`config.mk`:
```
export PLATFORM = sky130hd
export DESIGN_NAME = dff_pipe_bank_flat
export DESIGN_NICKNAME = d
export VERILOG_FILES = /design/src/rtl/dff_pipe_bank_pkg.sv /design/src/rtl/dff_pipe_bank_if.sv /design/src/rtl/dff_pipe_stage.sv /design/src/rtl/dff_pipe_bank.sv /design/src/flat_wrapper.sv
export SDC_FILE = /design/constraint.sdc
export NUM_CORES = 1
export LEC_CHECK = 0
export ABC_AREA = 1
export CAP_MARGIN = 0
export CORE_ASPECT_RATIO = 1.25
export CORE_UTILIZATION = 33
export CTS_CLUSTER_DIAMETER = 30
export CTS_CLUSTER_SIZE = 40
export DETAILED_ROUTE_END_ITERATION = 6
export GPL_TIMING_DRIVEN = 0
export SLEW_MARGIN = 0
export SYNTH_ARGS = -nofsm -noshare
export SYNTH_HDL_FRONTEND = slang
export SYNTH_SLANG_ARGS = --single-unit
```
`constraint.sdc`:
```
create_clock -name i_clock -period 1.3 [get_ports i_clock]
set_input_delay 0.195 -clock i_clock [delete_from_list [all_inputs] [get_ports i_clock]]
set_output_delay 0.195 -clock i_clock [all_outputs]
set_load 0.05 [all_outputs]
```
`src/rtl/dff_pipe_bank_pkg.sv`:
```
// Shared defaults and helpers for the dff_pipe_bank retiming pipeline.
package dff_pipe_bank_pkg;

    localparam int DEF_WIDTH    = 8;
    localparam int DEF_CHANNELS = 2;
    localparam int DEF_DEPTH    = 3;

    // Occupancy counter width: must represent 0..depth inclusive.
    function automatic int cnt_w(input int depth);
        return $clog2(depth + 1);
    endfunction

    function automatic int lane_lo(input int lane, input int width);
        return lane * width;
    endfunction

endpackage

```
`src/rtl/dff_pipe_bank_if.sv`:
```
// Handshake, data, control and status bundle of the dff_pipe_bank pipeline.
interface dff_pipe_bank_if
    import dff_pipe_bank_pkg::*;
#(
    parameter int WIDTH    = DEF_WIDTH,
    parameter int CHANNELS = DEF_CHANNELS,
    parameter int DEPTH    = DEF_DEPTH
);

    localparam int CNT_W = cnt_w(DEPTH);

    logic                      in_valid;
    logic                      in_ready;
    logic [CHANNELS*WIDTH-1:0] in_data;
    logic                      out_valid;
    logic                      out_ready;
    logic [CHANNELS*WIDTH-1:0] out_data;
    logic [CHANNELS-1:0]       clr;
    logic                      flush;
    logic [CNT_W-1:0]          count;

    modport master (
        output in_valid, in_data, out_ready, clr, flush,
        input  in_ready, out_valid, out_data, count
    );

    modport slave (
        input  in_valid, in_data, out_ready, clr, flush,
        output in_ready, out_valid, out_data, count
    );

endinterface

```
`src/rtl/dff_pipe_stage.sv`:
```
// One valid/ready register stage of the bank; lane-wise clear overrides any load.
module dff_pipe_stage
    import dff_pipe_bank_pkg::*;
#(
    parameter int               WIDTH     = DEF_WIDTH,
    parameter int               CHANNELS  = DEF_CHANNELS,
    parameter logic [WIDTH-1:0] RESET_VAL = '0
)
(
    input  logic                      i_clock,
    input  logic                      i_reset,
    input  logic                      i_flush,
    input  logic [CHANNELS-1:0]       i_clr,
    input  logic                      i_load,
    input  logic                      i_leave,
    input  logic [CHANNELS*WIDTH-1:0] i_data,
    output logic                      o_valid,
    output logic [CHANNELS*WIDTH-1:0] o_data
);

    logic                      r_valid;
    logic [CHANNELS*WIDTH-1:0] r_data;
    logic                      w_valid_next;
    logic [CHANNELS*WIDTH-1:0] w_data_next;

    // Flush drops the word but leaves the data register as it was.
    always_comb begin
        w_valid_next = r_valid;
        w_data_next  = r_data;
        if (i_flush) begin
            w_valid_next = 1'b0;
        end else begin
            if (i_load) begin
                w_valid_next = 1'b1;
                w_data_next  = i_data;
            end else if (i_leave) begin
                w_valid_next = 1'b0;
            end
            for (int k = 0; k < CHANNELS; k++) begin
                if (i_clr[k]) begin
                    w_data_next[lane_lo(k, WIDTH) +: WIDTH] = RESET_VAL;
                end
            end
        end
    end

    always_ff @(posedge i_clock) begin
        if (!i_reset) begin
            r_valid <= 1'b0;
            r_data  <= {CHANNELS{RESET_VAL}};
        end else begin
            r_valid <= w_valid_next;
            r_data  <= w_data_next;
        end
    end

    assign o_valid = r_valid;
    assign o_data  = r_data;

endmodule

```
`src/rtl/dff_pipe_bank.sv`:
```
// DEPTH-stage valid/ready retiming pipeline of CHANNELS x WIDTH-bit lanes with
// bubble collapse, per-lane clear, whole-pipe flush and an occupancy counter.
module dff_pipe_bank
    import dff_pipe_bank_pkg::*;
#(
    parameter int               WIDTH     = DEF_WIDTH,
    parameter int               CHANNELS  = DEF_CHANNELS,
    parameter int               DEPTH     = DEF_DEPTH,
    parameter logic [WIDTH-1:0] RESET_VAL = '0
)
(
    input  logic           i_clock,
    input  logic           i_reset,
    dff_pipe_bank_if.slave bus
);

    localparam int DW    = CHANNELS * WIDTH;
    localparam int CNT_W = cnt_w(DEPTH);

    logic          w_valid [DEPTH];
    logic [DW-1:0] w_data  [DEPTH];
    logic          w_move  [DEPTH];
    logic          w_load  [DEPTH];
    logic [DW-1:0] w_src   [DEPTH];
    logic          w_in_ready;
    logic          w_accept;
    logic          w_pop;
    logic [CNT_W-1:0] r_count;

    // A stage moves when the stage ahead is empty or itself moving.
    always_comb begin : move_chain
        logic w_carry;
        w_carry               = w_valid[DEPTH-1] & bus.out_ready;
        w_move[DEPTH-1]       = w_carry;
        for (int i = DEPTH - 2; i >= 0; i--) begin
            w_carry   = w_valid[i] & (~w_valid[i+1] | w_carry);
            w_move[i] = w_carry;
        end
    end

    assign w_in_ready = i_reset & ~bus.flush & (~w_valid[0] | w_move[0]);
    assign w_accept   = bus.in_valid & w_in_ready;
    assign w_pop      = w_move[DEPTH-1];

    for (genvar g = 0; g < DEPTH; g++) begin : g_stage
        if (g == 0) begin : g_head
            assign w_load[g] = w_accept;
            assign w_src[g]  = bus.in_data;
        end else begin : g_body
            assign w_load[g] = w_move[g-1];
            assign w_src[g]  = w_data[g-1];
        end

        dff_pipe_stage #(
            .WIDTH     (WIDTH),
            .CHANNELS  (CHANNELS),
            .RESET_VAL (RESET_VAL)
        ) u_stage (
            .i_clock (i_clock),
            .i_reset (i_reset),
            .i_flush (bus.flush),
            .i_clr   (bus.clr),
            .i_load  (w_load[g]),
            .i_leave (w_move[g]),
            .i_data  (w_src[g]),
            .o_valid (w_valid[g]),
            .o_data  (w_data[g])
        );
    end

    always_ff @(posedge i_clock) begin
        if (!i_reset) begin
            r_count <= '0;
        end else if (bus.flush) begin
            r_count <= '0;
        end else begin
            r_count <= r_count + CNT_W'(w_accept) - CNT_W'(w_pop);
        end
    end

    assign bus.in_ready  = w_in_ready;
    assign bus.out_valid = w_valid[DEPTH-1];
    assign bus.out_data  = w_data[DEPTH-1];
    assign bus.count     = r_count;

endmodule

```
`src/flat_wrapper.sv`:
```
// flat-port wrapper written by rule: the top's interface ports become plain ports
module dff_pipe_bank_flat import dff_pipe_bank_pkg::*;
#(
    parameter int               WIDTH     = DEF_WIDTH,
    parameter int               CHANNELS  = DEF_CHANNELS,
    parameter int               DEPTH     = DEF_DEPTH,
    parameter logic [WIDTH-1:0] RESET_VAL = '0
)
  (i_clock, i_reset, bus_in_valid, bus_in_data, bus_out_ready, bus_clr, bus_flush, bus_in_ready, bus_out_valid, bus_out_data, bus_count);
  dff_pipe_bank_if #(.WIDTH(WIDTH), .CHANNELS(CHANNELS), .DEPTH(DEPTH)) bus_i ();
  input  logic i_clock;
  input  logic i_reset;
  input wire logic [$bits(bus_i.in_valid)-1:0] bus_in_valid;
  input wire logic [$bits(bus_i.in_data)-1:0] bus_in_data;
  input wire logic [$bits(bus_i.out_ready)-1:0] bus_out_ready;
  input wire logic [$bits(bus_i.clr)-1:0] bus_clr;
  input wire logic [$bits(bus_i.flush)-1:0] bus_flush;
  output wire logic [$bits(bus_i.in_ready)-1:0] bus_in_ready;
  output wire logic [$bits(bus_i.out_valid)-1:0] bus_out_valid;
  output wire logic [$bits(bus_i.out_data)-1:0] bus_out_data;
  output wire logic [$bits(bus_i.count)-1:0] bus_count;
  assign bus_i.in_valid = bus_in_valid;
  assign bus_i.in_data = bus_in_data;
  assign bus_i.out_ready = bus_out_ready;
  assign bus_i.clr = bus_clr;
  assign bus_i.flush = bus_flush;
  assign bus_in_ready = bus_i.in_ready;
  assign bus_out_valid = bus_i.out_valid;
  assign bus_out_data = bus_i.out_data;
  assign bus_count = bus_i.count;
  dff_pipe_bank #(.WIDTH(WIDTH), .CHANNELS(CHANNELS), .DEPTH(DEPTH), .RESET_VAL(RESET_VAL)) u_core (.i_clock(i_clock), .i_reset(i_reset), .bus(bus_i));
endmodule
```
* Word-level counts from Yosys, hierarchy flattened
Index checks and enable logic that the tools add are counted.
** Word-level totals
- Flip-flop bits (word level) :: 53
- Bits of input ports :: 23
- Logic and storage cells :: 57
** Cells by class
- Bitwise logic cells :: 14
- Reduce and logical (&&, ||, !) cells :: 16
- $add $sub $neg :: 2
- Multiplexer cells :: 15
** Operators by type and width (count)
- 2-to-1 mux 16 bit :: 3
- 2-to-1 mux 8 bit :: 6
- nonzero test 2 bit :: 9
- AND reduction 2 bit :: 6
- AND 1 bit :: 6
- 2-to-1 mux 1 bit :: 6
- NOT 1 bit :: 5
- OR 1 bit :: 3
- adder 2 x 1 -> 2 bit :: 1
- OR reduction 2 bit :: 1
- subtractor 2 x 1 -> 2 bit :: 1

* Longest topological paths before layout
Gate-level depths: netlist of the first run.
- Depth in word-level cells :: 10
- Depth in mapped cells :: 9

* Hierarchy
A second synthesis of the first run with hierarchy kept.
** Unflattened totals
- Cells, all modules :: 381
- Area total of the unflattened synthesis :: 2474.9 µm²
** By module, submodules not included
- dff_pipe_stage :: cells each 117, times used 3, area an instance 762.0 µm²
- dff_pipe_bank :: cells each 30, times used 1, area an instance 188.9 µm²

* Worst setup path before layout of the first run
No wires, ideal clock.
- Path kind :: flip-flop to flip-flop
- Start :: register u_core.g_stage[2].u_stage.r_valid
- End :: register u_core.r_count[1], in the netlist u_core.bus.count[1]
- Cell stages (with the launch flop) :: 8
- Arrival :: 1.840 ns
- Buffers on the path :: 0
- Period minus slack after synthesis :: 1.910 ns
- Path slack :: -0.610 ns
- Setup time :: 0.070 ns
- Path through :: dfxtp_1 -> nand4_1 -> nand3_4 -> inv_1 -> ha_1 -> xnor2_1 -> or2_2 -> a21oi_1
** Between the ends
- Word-level cells in the longest chain between the ends :: 10
- Elaborated cells between the ends (all ways) :: 11
- Classes of those cells :: add/sub: 2; bitwise: 9
** RTL lines
- from (decl) :: line dff_pipe_stage.sv:21 : logic r_valid;
- from (signal assigned) :: line dff_pipe_stage.sv:52 : r_valid <= w_valid_next;
- AND 1 bit / NOT 1 bit (equally long branches) :: line dff_pipe_bank.sv:33, dff_pipe_bank.sv:36
- OR 1 bit (*) :: line dff_pipe_bank.sv:36 : w_carry = w_valid[i] & (~w_valid[i+1] | w_carry);
- AND 1 bit (*) :: line dff_pipe_bank.sv:36
- OR 1 bit (*) :: line dff_pipe_bank.sv:36
- AND 1 bit (*) :: line dff_pipe_bank.sv:36
- OR 1 bit (*) :: line dff_pipe_bank.sv:41 : assign w_in_ready = i_reset & ~bus.flush & (~w_valid[0] | w_move[0]);
- AND 1 bit (*) :: line dff_pipe_bank.sv:41
- AND 1 bit (*) :: line dff_pipe_bank.sv:42 : assign w_accept = bus.in_valid & w_in_ready;
- via u_core.g_stage[0].u_stage.i_load :: line dff_pipe_stage.sv:14 : input logic i_load,
- adder 2 x 1 -> 2 bit (*) :: line dff_pipe_bank.sv:77 : r_count <= r_count + CNT_W'(w_accept) - CNT_W'(w_pop);
- subtractor 2 x 1 -> 2 bit (*) :: line dff_pipe_bank.sv:77
- to (signal assigned) :: line dff_pipe_bank.sv:77
- to (decl) :: line dff_pipe_bank.sv:28 : logic [CNT_W-1:0] r_count;
Mark *: on every way through the listed nets, which the timed path passes. The rest lies on a longest branch.
A chain may end at the register's enable or synchronous reset.

* Worst setup path after layout of the first run
- Start :: register u_core.g_stage[2].u_stage.r_valid
- End :: register u_core.r_count[1], in the netlist u_core.bus.count[1]
** Between the ends
- Word-level cells in the longest chain between the ends :: 10
- Elaborated cells between the ends (all ways) :: 11
- Classes of those cells :: add/sub: 2; bitwise: 9
** RTL lines (line)
- AND 1 bit / NOT 1 bit (equally long branches) :: dff_pipe_bank.sv:33, dff_pipe_bank.sv:36
- OR 1 bit :: dff_pipe_bank.sv:36
- AND 1 bit :: dff_pipe_bank.sv:36
- OR 1 bit :: dff_pipe_bank.sv:36
- AND 1 bit :: dff_pipe_bank.sv:36
- OR 1 bit :: dff_pipe_bank.sv:41
- AND 1 bit :: dff_pipe_bank.sv:41
- AND 1 bit :: dff_pipe_bank.sv:42
- adder 2 x 1 -> 2 bit :: dff_pipe_bank.sv:77
- subtractor 2 x 1 -> 2 bit (*) :: dff_pipe_bank.sv:77
Mark *: on every way between the ends. The rest lies on a longest branch, timed or not.

==> qor_table.md, run 1 <==
| Quantity | This run |
|---|---|
| Cell family with most CP delay | adder cells |
| Status | finished, violations left |
| Worst Hold Margin | 0.171 ns |
| H-tree depth reported by CTS | 2 |
| Drt first-iter violations | 92 |
| Total Nets Final | 370 |
| Antenna violations before repair | 0 |
| Peak supply drop | 0.609 mV |
| Maximum number of pins on one net before global-route repair | 17 |
| Worst hold path type | in -> reg |
| Total Routed Length | 5090 um |
| Slowest cell on the critical path | sky130_fd_sc_hd__dfxtp_4 |
| Power density over cell area | 1080 mW/mm^2 |
| Violated checks | negative setup slack |
| Via count | 2012 |
| Final slew viol count | 0 |
| Port Buffer Count | 41 |
| Synthesized net count | 314 |
| Proportion of netlist area held by the largest area contributor | 48.8% |
| Yosys warning total | 0 |
| Smallest setup slack after layout | -0.151 ns |
| Ratio of cells with drive above 1 in the final layout | 25.4% |
| Final HPWL DP | 3480 um |
| Static Leak | 1.15 nW |
| Chip height | 92.8 um |
| Sinks on Clock Net | 53 |
| Number of antenna cells inserted | 0 |
| Tightest Pin Transition | 0.490 ns |
| First-pass GRT wire length | 8470 um |
| Worst path max stage delay | 0.37 ns |
| Period utilization | 112% |
| Antenna Nets Post-Route | 0 |
| CP endpoint kind | register |
| Die span in x | 74.6 um |
| Count of flip-flops with a built-in enable after synthesis | 0 |
| Combined buffer and inverter count along the critical path | 2 |
| Multi-input gate area | 0.00111 sq mm |
| DRC violation count after routing | 0 |
| Final instance area | 0.00306 sq mm |
| Critical path class | reg -> reg |
| Reported max-cap violation count | 0 |
| Top area cells in the synthesized netlist | sky130_fd_sc_hd__dfxtp_1 49%, sky130_fd_sc_hd__nand2_1 12%, sky130_fd_sc_hd__a21oi_1 12% |
| Area taken by flip-flops and latches | 0.00107 sq mm |
| Clk_skew | 0.00561 ns |
| Most used DFF post-synth | sky130_fd_sc_hd__dfxtp_1 |
| Share of the yosys chip area belonging to registers | 48.8% |
| Placed instance area | 0.00271 sq mm |
| Worst-skew pair later-pin latency | 0.30 ns |
| Clk buf depth | 2 |
| Number of fillers in the final layout | 653 |
| Initial core utilization | 34.6% |
| Asr flop ratio synth | 0% |
| Final Hold Violating Endpoints | 0 |
| Row cnt | 32 |
| Number of different library cells in the post-synthesis netlist | 22 |
| Worst-path maximum fanout | 5 |
| CP arrival | 1.69 ns |
| Max Fclk | 689 MHz |
| I/O pin count | 43 |
| Setup repair after global routing missed its margin | true |
| Vias in the first global route | 1843 |
| Instance count of the mapped netlist | 289 |
| Clock edge transition at the registers on the reported setup and hold paths | 0.10 ns |
| Netlist area before placement | 0.00218 sq mm |
| Hold buffers post-CTS | 0 |
| Final RePlAce weighted congestion | 0.789 |
| Overall overflow remaining after global route | 0 |
| Count of final setup violators | 23 |
| Worst Path Required | 1.54 ns |
| Fin util | 48.7% |
| Average vias per placed instance | 4.67 |
| First-pass iteration count of the detailed router | 4 |
| Final total negative setup slack | -0.912 ns |
| TritonCTS clock tree | yes |
| Full die area | 0.00692 sq mm |
| Top cell types by occurrence after synthesis | 72 x sky130_fd_sc_hd__nand2_1, 53 x sky130_fd_sc_hd__dfxtp_1, 51 x sky130_fd_sc_hd__a21oi_1, 48 x sky130_fd_sc_hd__nand3_1, 19 x sky130_fd_sc_hd__nor2_1 |
| Number of clock buffers inserted by TritonCTS | 5 |
| Number of synthesized register bits | 53 |
| Critical path, cell by cell | nand2_2, inv_2, ha_4, inv_2, ha_4, xnor2_2, or2_4, a21oi_2 |
| Master cell of the clock root buffer | sky130_fd_sc_hd__clkbuf_8 |
| Biggest area consumer among synthesized cells | sky130_fd_sc_hd__dfxtp_1 |
| Worst max-slew margin expressed relative to the limit | 67.5% |
| Most common cell in the netlist | sky130_fd_sc_hd__nand2_1 |
| Wire length per cell after detailed routing | 11.8 um |
| Critical path launch point type | register |
| Layout overhead on the synthesized area | 40.8% |
| Core region area | 0.00629 sq mm |
| Post-synthesis average cell area | 7.53 sq um |
| Global routing usage summed across all routing layers | 15.8% |
| Post-layout min period | 1.45 ns |
state kept, by name (all words and copies together), names as in the netlist:
signal / count
u_core.bus.count: 2
u_core.g_stage.u_stage.o_valid: 3
u_core.g_stage.u_stage.o_data: 48
logic make-up (layout without fill, tap and decap cells):
| logic type | Yosys count | after routing | share of synthesized area, % |
|---|---|---|---|
| simple gates | 148 | 148 | 30.5 |
| compound gates | 53 | 54 | 12.5 |
| flops | 53 | 53 | 48.8 |
| buf+inv | 32 | 88 | 6.61 |
| fa+ha+maj | 2 | 2 | 1.15 |
| xor+xnor | 1 | 1 | 0.403 |
cell type report:
cell class	count	area share, %
tap	85	3.47
multi-input combinational	205	36.2
clock inverter	2	1.18
clock buffer	6	2.70
sequential	53	35.0
buffer	14	2.61
timing repair buffer	48	16.3
inverter	18	2.61
report_power, final:
group	internal, mW	leakage (nW)	switching, mW
logic	0.182	0.652	0.244
clock network	0.628	0.0617	0.548
registers	1.66	0.433	0.0264
worst paths after layout:
path	startpoint	endpoint	slack (ns)	cells past startpoint
min	i_reset	u_core.g_stage[0].u_stage.o_data[13]	0.17	3
max	u_core.g_stage[2].u_stage.o_valid	u_core.bus.count[1]	-0.15	8
max reg2reg	u_core.g_stage[2].u_stage.o_valid	u_core.bus.count[1]	-0.15	8
min reg2reg	u_core.g_stage[2].u_stage.o_data[1]	u_core.g_stage[2].u_stage.o_data[1]	0.47	2
per-stage QoR:
| step | setup slack [ns] | total power, mW | instances |
|---|---|---|---|
| floorplan | -0.219 | 1.95 | 289 |
| global placement | -0.749 | 2.08 | 415 |
| detailed placement | -0.759 | 2.09 | 415 |
| CTS | -0.141 | 3.28 | 429 |
| global route | -0.237 | 3.43 | 431 |
| finish | -0.151 | 3.29 | 431 |
what timing repair did:
action,4_1_cts,5_1_grt
endpoints found under the setup margin,53,52
gates cloned,2,1
pin swaps,3,5
setup buffers,4,1
resized for setup,87,20
worst reg2reg max path: cells and delay by family (launching register included):
family,cells,cell delay (ns)
flip-flops,1,0.37
XOR/XNOR,1,0.13
AO/OA/AOI/OAI,1,0.12
adder cells (fa/ha/maj),2,0.40
AND/OR/NAND/NOR,2,0.29
buffers and inverters,2,0.08
placed cells by master (no fill, tap or decap), types with 2 or more instances in the layout:
cell type                         count
sky130_fd_sc_hd__inv_2                8
sky130_fd_sc_hd__clkbuf_1             3
sky130_fd_sc_hd__a21oi_1             42
sky130_fd_sc_hd__nand2_2              4
sky130_fd_sc_hd__dfxtp_1             49
sky130_fd_sc_hd__a21oi_4              2
sky130_fd_sc_hd__clkdlybuf4s50_1     19
sky130_fd_sc_hd__inv_1                6
sky130_fd_sc_hd__nand2_8              2
sky130_fd_sc_hd__nand2_1             69
sky130_fd_sc_hd__dfxtp_4              2
sky130_fd_sc_hd__buf_4                3
sky130_fd_sc_hd__dlygate4sd2_1        3
sky130_fd_sc_hd__clkbuf_2             3
sky130_fd_sc_hd__nor2_1              19
sky130_fd_sc_hd__clkbuf_8             6
sky130_fd_sc_hd__a21oi_2             10
sky130_fd_sc_hd__nand3_1             46
sky130_fd_sc_hd__inv_4                4
sky130_fd_sc_hd__nand2_4              2
sky130_fd_sc_hd__buf_6                6
sky130_fd_sc_hd__nand3_2              2
sky130_fd_sc_hd__ha_4                 2
sky130_fd_sc_hd__clkdlybuf4s15_2     17
sky130_fd_sc_hd__buf_2                6
sky130_fd_sc_hd__dfxtp_2              2
per-layer routing:
metal | part of all wire, % | up-vias | wire [um] | global-route usage, %
li1 | - | 1066 | - | -
met1 | 45 | 902 | 2310 | 19.9
met2 | 50 | 40 | 2530 | 26.4
met3 | 3.3 | 4 | 170 | 2.94
met4 | 1.7 | 0 | 87 | 5.66
met5 | 0 | - | 0 | 0
Note: power is estimated with default switching activity, not from simulation.
==> run 2: changes to the inputs <==
--- a/config.mk
+++ b/config.mk
@@ -8,11 +8,11 @@
 export ABC_AREA = 1
 export CAP_MARGIN = 0
 export CORE_ASPECT_RATIO = 1.25
+export CORE_MARGIN = 1.5
 export CORE_UTILIZATION = 33
 export CTS_CLUSTER_DIAMETER = 30
 export CTS_CLUSTER_SIZE = 40
 export DETAILED_ROUTE_END_ITERATION = 6
-export GPL_TIMING_DRIVEN = 0
 export SLEW_MARGIN = 0
 export SYNTH_ARGS = -nofsm -noshare
 export SYNTH_HDL_FRONTEND = slang
==> constraint.sdc (replaced) <==
create_clock -name i_clock -period 1.7 [get_ports i_clock]
set_input_delay 0.255 -clock i_clock [delete_from_list [all_inputs] [get_ports i_clock]]
set_output_delay 0.255 -clock i_clock [all_outputs]
set_load 0.05 [all_outputs]
==> run 2 against run 1 <==
The flow now finishes without violations; clock skew is 0.0033 ns lower; critical path depth is 1 lower; first-iteration DRC count is 36% lower; flip-flop and latch count stayed put; worst setup slack better by 0.24 ns; die area is 2.4% higher; core utilization is 4.0 points lower; critical endpoint is now bus_in_ready; largest cell class is now sequential cells.
==> qor_table.md, run 2 (synthesis results as in run 1) <==
| Quantity | This run | Change |
|---|---|---|
| Critical path, cell by cell | clkdlybuf4s50_1, inv_4, nor2_4, buf_4, nand2_1, inv_1, buf_12 | was nand2_2, inv_2, ha_4, inv_2, ha_4, xnor2_2, or2_4, a21oi_2 |
| Post-layout min period | 1.61 ns |  |
| Vias in the first global route | 1737 | was 1843 |
| Power density over cell area | 858 mW/mm^2 | was 1080 mW/mm^2 |
| Master cell of the clock root buffer | sky130_fd_sc_hd__clkbuf_8 | unchanged |
| Wire length per cell after detailed routing | 10.3 um | was 11.8 um |
| Placed instance area | 0.00270 sq mm | was 0.00271 sq mm |
| Static Leak | 1.13 nW | was 1.15 nW |
| Via count | 1924 | was 2012 |
| Combinational power share | 11.6% | was 12.9% |
| Worst-path maximum fanout | 2 | was 5 |
| First-pass iteration count of the detailed router | 4 | unchanged |
| DRC violation count after routing | 0 | unchanged |
| Number of flip-flops under the largest register name | 48 | unchanged |
| Max Fclk | 620 MHz |  |
| Switching fraction of total power | 23.7% | was 24.9% |
| Worst path max stage delay | 0.54 ns | was 0.37 ns |
| Overall overflow remaining after global route | 0 | unchanged |
| Final RePlAce weighted congestion | 0.786 | was 0.789 |
| Slowest cell on the critical path | sky130_fd_sc_hd__clkdlybuf4s50_1 | was sky130_fd_sc_hd__dfxtp_4 |
| Average vias per placed instance | 4.54 | was 4.67 |
| Combined buffer and inverter count along the critical path | 5 | was 2 |
| Layout overhead on the synthesized area | 29.2% | was 40.8% |
| Full die area | 0.00709 sq mm | was 0.00692 sq mm |
| Period utilization | 94.9% |  |
| Peak supply drop | 0.388 mV | was 0.609 mV |
| Chip height | 93.8 um | was 92.8 um |
| Critical path launch point type | primary input | was register |
| Most common cell after layout, fill and taps aside | sky130_fd_sc_hd__nand2_1 | unchanged |
| Count of final setup violators | 0 | was 23 |
| Worst-skew pair later-pin latency | 0.30 ns | about the same |
| Initial core utilization | 34.6% | unchanged |
| First-pass GRT wire length | 7600 um | was 8470 um |
| Final Hold Violating Endpoints | 0 | unchanged |
| Cell family with most CP delay | buffers and inverters | was adder cells |
| Ratio of cells with drive above 1 in the final layout | 18.3% | was 25.4% |
| Top library cells by usage in the layout, fill and taps aside | 72 x sky130_fd_sc_hd__nand2_1, 51 x sky130_fd_sc_hd__a21oi_1, 51 x sky130_fd_sc_hd__dfxtp_1 | was 69 x sky130_fd_sc_hd__nand2_1, 49 x sky130_fd_sc_hd__dfxtp_1, 46 x sky130_fd_sc_hd__nand3_1 |
| I/O pin count | 43 | unchanged |
| Number of clock buffers inserted by TritonCTS | 5 | unchanged |
| Setup slack at placement | -0.161 ns | was -0.759 ns |
| Drt first-iter violations | 59 | was 92 |
| Row cnt | 32 | unchanged |
| Status | finished clean | was finished, violations left |
| H-tree depth reported by CTS | 2 | unchanged |
| CP arrival | 1.36 ns | was 1.69 ns |
| Maximum number of pins on one net before global-route repair | 33 | was 17 |
| Final instance area | 0.00281 sq mm | was 0.00306 sq mm |
| Critical path class | in -> out | was reg -> reg |
| Worst hold path type | reg -> reg | was in -> reg |
| Number of antenna cells inserted | 0 | unchanged |
| Count of buffers added by post-CTS timing repair for setup | 0 | was 4 |
| Final slew viol count | 0 | unchanged |
| Clk buf depth | 2 | unchanged |
| Cell Int Power | 1.84 mW | was 2.47 mW |
| Smallest setup slack after layout | 0.0869 ns | was -0.151 ns |
| Tightest Pin Transition | 0.323 ns | was 0.490 ns |
| Total Routed Length | 4390 um | was 5090 um |
| Total Nets Final | 363 | was 370 |
| End point of the worst hold path | u_core.g_stage[2].u_stage.o_data[14] | was u_core.g_stage[0].u_stage.o_data[13] |
| TritonCTS clock tree | yes | unchanged |
| Clock edge transition at the registers on the reported setup and hold paths | 0.09 ns | was 0.10 ns |
| Final total negative setup slack | 0 ns | was -0.912 ns |
| CP endpoint kind | output port | was register |
| Slack of the worst reg-to-reg path | 0.19 ns | was -0.15 ns |
| Sinks on Clock Net | 53 | unchanged |
| Final HPWL DP | 3190 um | was 3480 um |
| Sequential share of power | 53.6% | was 51.3% |
| Port Buffer Count | 42 | was 41 |
| Worst max-slew margin expressed relative to the limit | 78.5% | was 67.5% |
| Setup repair after global routing missed its margin | false | was true |
| Number of cells traversed by the worst register-to-register path | 8 | unchanged |
| Core region area | 0.00629 sq mm | unchanged |
| RR Endpoint | u_core.bus.count[1] | unchanged |
| Antenna Nets Post-Route | 0 | unchanged |
| Clk_skew | 0.00229 ns | was 0.00561 ns |
| Instance count along the most critical hold path | 2 | was 3 |
| Antenna violations before repair | 0 | unchanged |
| Clock Power Share | 34.8% | was 35.7% |
| Hold path startpoint | u_core.g_stage[2].u_stage.o_data[14] | was i_reset |
| Reported max-cap violation count | 0 | unchanged |
| Net Sw Power | 572 uW | was 819 uW |
| R2r startpoint | u_core.g_stage[2].u_stage.o_valid | unchanged |
| Die span in x | 75.6 um | was 74.6 um |
| Global routing usage summed across all routing layers | 13.6% | was 15.8% |
| Worst Path Required | 1.44 ns | was 1.54 ns |
-- run 2: cell count changes in the layout (fill, tap and decap cells not counted), sizes merged --
| cell | previous run | this run |
|---|---|---|
| dlygate4sd2 | 3 | 0 |
| clkdlybuf4s50 | 19 | 22 |
| clkdlybuf4s15 | 17 | 0 |
| clkbuf | 12 | 6 |
| buf | 17 | 34 |
| clkinv | 0 | 1 |
| inv | 19 | 18 |
| a21oi | 54 | 53 |
-- run 2: tightest hold or removal path: stages, from the launching register on --
cell and delay (ns):
sky130_fd_sc_hd__dfxtp_1 0.32, sky130_fd_sc_hd__nand2_1 0.06, sky130_fd_sc_hd__a21oi_1 0.05
-- run 2: cell type report --
| type | instances | area (sq um) |
|---|---|---|
| well taps | 85 | 106 |
| inverters | 18 | 70.1 |
| clock inverters | 2 | 38.8 |
| fillers | 690 | 3480 |
| flip-flops and latches | 53 | 1060 |
| repair buffers | 56 | 488 |
| clock buffers | 6 | 72.6 |
| multi-input cells | 204 | 971 |
-- run 2: how the worst max path moves through the flow --
stage | to | cells after the start | startpoint
detailed placement | u_core.bus.count[1] | 9 | bus_out_ready
global placement | u_core.bus.count[1] | 9 | bus_out_ready
floorplan | u_core.bus.count[1] | 7 | u_core.g_stage[2].u_stage.o_valid
finish | bus_in_ready | 7 | i_reset
global route | bus_in_ready | 7 | bus_out_ready
CTS | bus_in_ready | 7 | i_reset
-- run 2: repair_timing --
action                     CTS  global route
setup endpoints to repair    0             1
resized for setup            0             1
hold buffers                 0             0
-- run 2: stage by stage --
| step | cells | hold WS, ns | total power, mW | utilization, % |
|---|---|---|---|---|
| final | 424 | 0.466 | 2.41 | 44.7 |
| after global routing | 424 | 0.488 | 2.52 | 44.7 |
| after CTS | 424 | 0.471 | 2.44 | 44.7 |
| after detailed placement | 416 | 0.456 | 1.60 | 42.9 |
| after global placement | 416 | 0.453 | 1.60 | 42.9 |
| after floorplan | 289 | 0.444 | 1.49 | - |
-- run 2: power by group through the flow --
stage,Clock [mW],Combinational [mW],Sequential (mW)
after floorplan,0,0.171,1.32
after global placement,0,0.280,1.32
after detailed placement,0,0.282,1.32
after CTS,0.870,0.282,1.29
after global routing,0.911,0.317,1.30
final,0.839,0.279,1.29
-- run 2: metal layers --
metal  GRT usage (%)  up-vias  routed length (um)
met5               0        -                   0
met4            5.36        0                  85
met3            2.68        6                 147
met2            22.0       30                2080
met1            17.4      844                2070
li1                -     1044                   -
==> run 3: changes to the inputs <==
--- a/config.mk
+++ b/config.mk
@@ -13,6 +13,7 @@
 export CTS_CLUSTER_DIAMETER = 30
 export CTS_CLUSTER_SIZE = 40
 export DETAILED_ROUTE_END_ITERATION = 6
+export REMOVE_ABC_BUFFERS = 1
 export SLEW_MARGIN = 0
 export SYNTH_ARGS = -nofsm -noshare
 export SYNTH_HDL_FRONTEND = slang
==> run 3 against run 2 <==
Worst setup slack got worse by 0.0087 ns; clock skew increased by 0.0023 ns; sequential share of layout area decreased by 0.78 points; fmax down 0.54%; critical endpoint unchanged; via count is 0.36% higher; largest cell class unchanged; sequential power barely moved; flip-flop and latch count stayed put; count of clock-buffer cells in the layout grew 1; final cell count is 0.71% higher.
==> qor_table.md, run 3 (synthesis results as in run 1) <==
| Quantity | This run | Change |
|---|---|---|
| Status | finished clean | unchanged |
| Setup slack at placement | -0.191 ns | was -0.161 ns |
| Chip height | 93.8 um | unchanged |
| Placed instance area | 0.00278 sq mm | was 0.00270 sq mm |
| Clock edge transition at the registers on the reported setup and hold paths | 0.09 ns | about the same |
| RR Endpoint | u_core.bus.count[1] | unchanged |
| Quantity of gates resized following cts | 0 | unchanged |
| Initial core utilization | 34.6% | unchanged |
| Critical path origin | i_reset | unchanged |
| Core region area | 0.00629 sq mm | unchanged |
| Worst-skew pair later-pin latency | 0.29 ns | was 0.30 ns |
| End point of the worst hold path | u_core.g_stage[2].u_stage.o_data[9] | was u_core.g_stage[2].u_stage.o_data[14] |
| Final slew viol count | 0 | unchanged |
| Hold path startpoint | u_core.g_stage[2].u_stage.o_data[9] | was u_core.g_stage[2].u_stage.o_data[14] |
| Clk_skew | 0.00461 ns | was 0.00229 ns |
| Worst Path Required | 1.44 ns | about the same |
| Post-layout min period | 1.62 ns | was 1.61 ns |
| Final Hold Violating Endpoints | 0 | unchanged |
| Fin util | 45.5% | was 44.7% |
| Clk buf depth | 2 | unchanged |
| Full die area | 0.00709 sq mm | unchanged |
| Slack of the worst reg-to-reg path | 0.17 ns | was 0.19 ns |
| First-pass iteration count of the detailed router | 4 | unchanged |
| Number of cells traversed by the worst register-to-register path | 8 | unchanged |
| Ratio of cells with drive above 1 in the final layout | 18.1% | was 18.3% |
| Overall overflow remaining after global route | 0 | unchanged |
| Antenna violations before repair | 0 | unchanged |
| Peak supply drop | 0.297 mV | was 0.388 mV |
| Static Leak | 1.16 nW | was 1.13 nW |
| Wire length per cell after detailed routing | 10.3 um | about the same |
| Worst-path maximum fanout | 2 | unchanged |
| Final RePlAce weighted congestion | 0.779 | was 0.786 |
| Smallest setup slack after layout | 0.0782 ns | was 0.0869 ns |
| Setup repair after global routing missed its margin | false | unchanged |
| Port Buffer Count | 42 | unchanged |
| I/O pin count | 43 | unchanged |
| Final HPWL DP | 3220 um | was 3190 um |
| Sinks on Clock Net | 53 | unchanged |
| Period utilization | 95.4% | was 94.9% |
| DRC violation count after routing | 0 | unchanged |
| Count of final setup violators | 0 | unchanged |
| Layout overhead on the synthesized area | 31.6% | was 29.2% |
| Tightest Pin Transition | 0.323 ns | about the same |
| Critical path, cell by cell | clkdlybuf4s50_1, inv_4, nor2_4, buf_4, nand2_1, inv_1, buf_12 | unchanged |
| TritonCTS clock tree | yes | unchanged |
| Total Nets Final | 367 | was 363 |
| Final total negative setup slack | 0 ns | unchanged |
| Worst path max stage delay | 0.55 ns | was 0.54 ns |
| Global routing usage summed across all routing layers | 13.9% | was 13.6% |
| Antenna Nets Post-Route | 0 | unchanged |
| Hold buffers post-CTS | 0 | unchanged |
| Number of flip-flops under the largest register name | 48 | unchanged |
| Row cnt | 32 | unchanged |
| Master cell of the clock root buffer | sky130_fd_sc_hd__clkbuf_8 | unchanged |
| Worst max-slew margin expressed relative to the limit | 78.5% | about the same |
| Number of clock buffers inserted by TritonCTS | 5 | unchanged |
| First-pass GRT wire length | 7760 um | was 7600 um |
| Critical path class | in -> out | unchanged |
| Maximum number of pins on one net before global-route repair | 33 | unchanged |
| Cell family with most CP delay | buffers and inverters | unchanged |
| Power consumption | 2.28 mW | was 2.41 mW |
| Most common cell after layout, fill and taps aside | sky130_fd_sc_hd__nand2_1 | unchanged |
| R2r startpoint | u_core.g_stage[2].u_stage.o_valid | unchanged |
| Slowest cell on the critical path | sky130_fd_sc_hd__clkdlybuf4s50_1 | unchanged |
| Vias in the first global route | 1782 | was 1737 |
| Worst hold path type | reg -> reg | unchanged |
| Total Routed Length | 4420 um | was 4390 um |
| Count of buffers added by post-CTS timing repair for setup | 0 | unchanged |
| Power density over cell area | 797 mW/mm^2 | was 858 mW/mm^2 |
| Reported max-cap violation count | 0 | unchanged |
| Top library cells by usage in the layout, fill and taps aside | 72 x sky130_fd_sc_hd__nand2_1, 53 x sky130_fd_sc_hd__dfxtp_1, 51 x sky130_fd_sc_hd__a21oi_1 | was 72 x sky130_fd_sc_hd__nand2_1, 51 x sky130_fd_sc_hd__a21oi_1, 51 x sky130_fd_sc_hd__dfxtp_1 |
| Combined buffer and inverter count along the critical path | 5 | unchanged |
| H-tree depth reported by CTS | 2 | unchanged |
| CP arrival | 1.37 ns | was 1.36 ns |
| Die span in x | 75.6 um | unchanged |
| Drt first-iter violations | 87 | was 59 |
| Final instance area | 0.00286 sq mm | was 0.00281 sq mm |
| Max Fclk | 617 MHz | was 620 MHz |
| Average vias per placed instance | 4.52 | was 4.54 |
| CP endpoint kind | output port | unchanged |
| Via count | 1931 | was 1924 |
| Instance count along the most critical hold path | 2 | unchanged |
| Number of antenna cells inserted | 0 | unchanged |
| Critical path launch point type | primary input | unchanged |
run 3: cell count changes in the layout (fill, tap and decap cells not counted), sizes merged:
| cell | before | now |
|---|---|---|
| buf | 34 | 38 |
| bufinv | 1 | 0 |
| clkbuf | 6 | 7 |
| clkinv | 1 | 0 |
run 3: metal layers:
layer  part of all wire [%]  GRT usage (%)  routed length [um]  vias to the layer above
li1                       -              -                   -                     1056
met4                    1.9           5.36                  86                        0
met1                     51           19.1                2250                      832
met5                      0              0                   0                        -
met3                    3.2           2.25                 143                        7
met2                     44           21.6                1930                       36
run 3: layout make-up:
class | instances | area, sq um
Clock buffer | 7 | 86.3
Fill cell | 673 | 3420
Inverter | 18 | 70.1
Multi-Input combinational cell | 204 | 971
Sequential cell | 53 | 1060
Tap cell | 85 | 106
Timing Repair Buffer | 60 | 568
run 3: worst max path at each step:
| stage | end | slack (ns) | cells past startpoint |
|---|---|---|---|
| global placement | u_core.bus.count[1] | -0.14 | 9 |
| global route | bus_in_ready | 0.01 | 7 |
| floorplan | u_core.bus.count[1] | -0.21 | 7 |
| detailed placement | u_core.bus.count[1] | -0.19 | 9 |
| CTS | bus_in_ready | 0.06 | 7 |
| finish | bus_in_ready | 0.08 | 7 |
run 3: worst min-delay path, delay by kind of cell (launching register included):
| kind | cells | cell delay, ns |
|---|---|---|
| compound gates | 1 | 0.05 |
| flops | 1 | 0.32 |
| simple gates | 1 | 0.06 |
run 3: power breakdown:
part / switching (mW) / total [mW] / internal, mW
sequential: 0.0187 / 1.29 / 1.27
clock: 0.366 / 0.690 / 0.324
combinational: 0.159 / 0.298 / 0.139
total: 0.544 / 2.28 / 1.74
run 3: metrics by stage:
step,hold WS [ns],std cells
CTS,0.470,427
finish,0.469,427
detailed placement,0.457,420
global placement,0.454,420
floorplan,0.375,275
global route,0.481,427
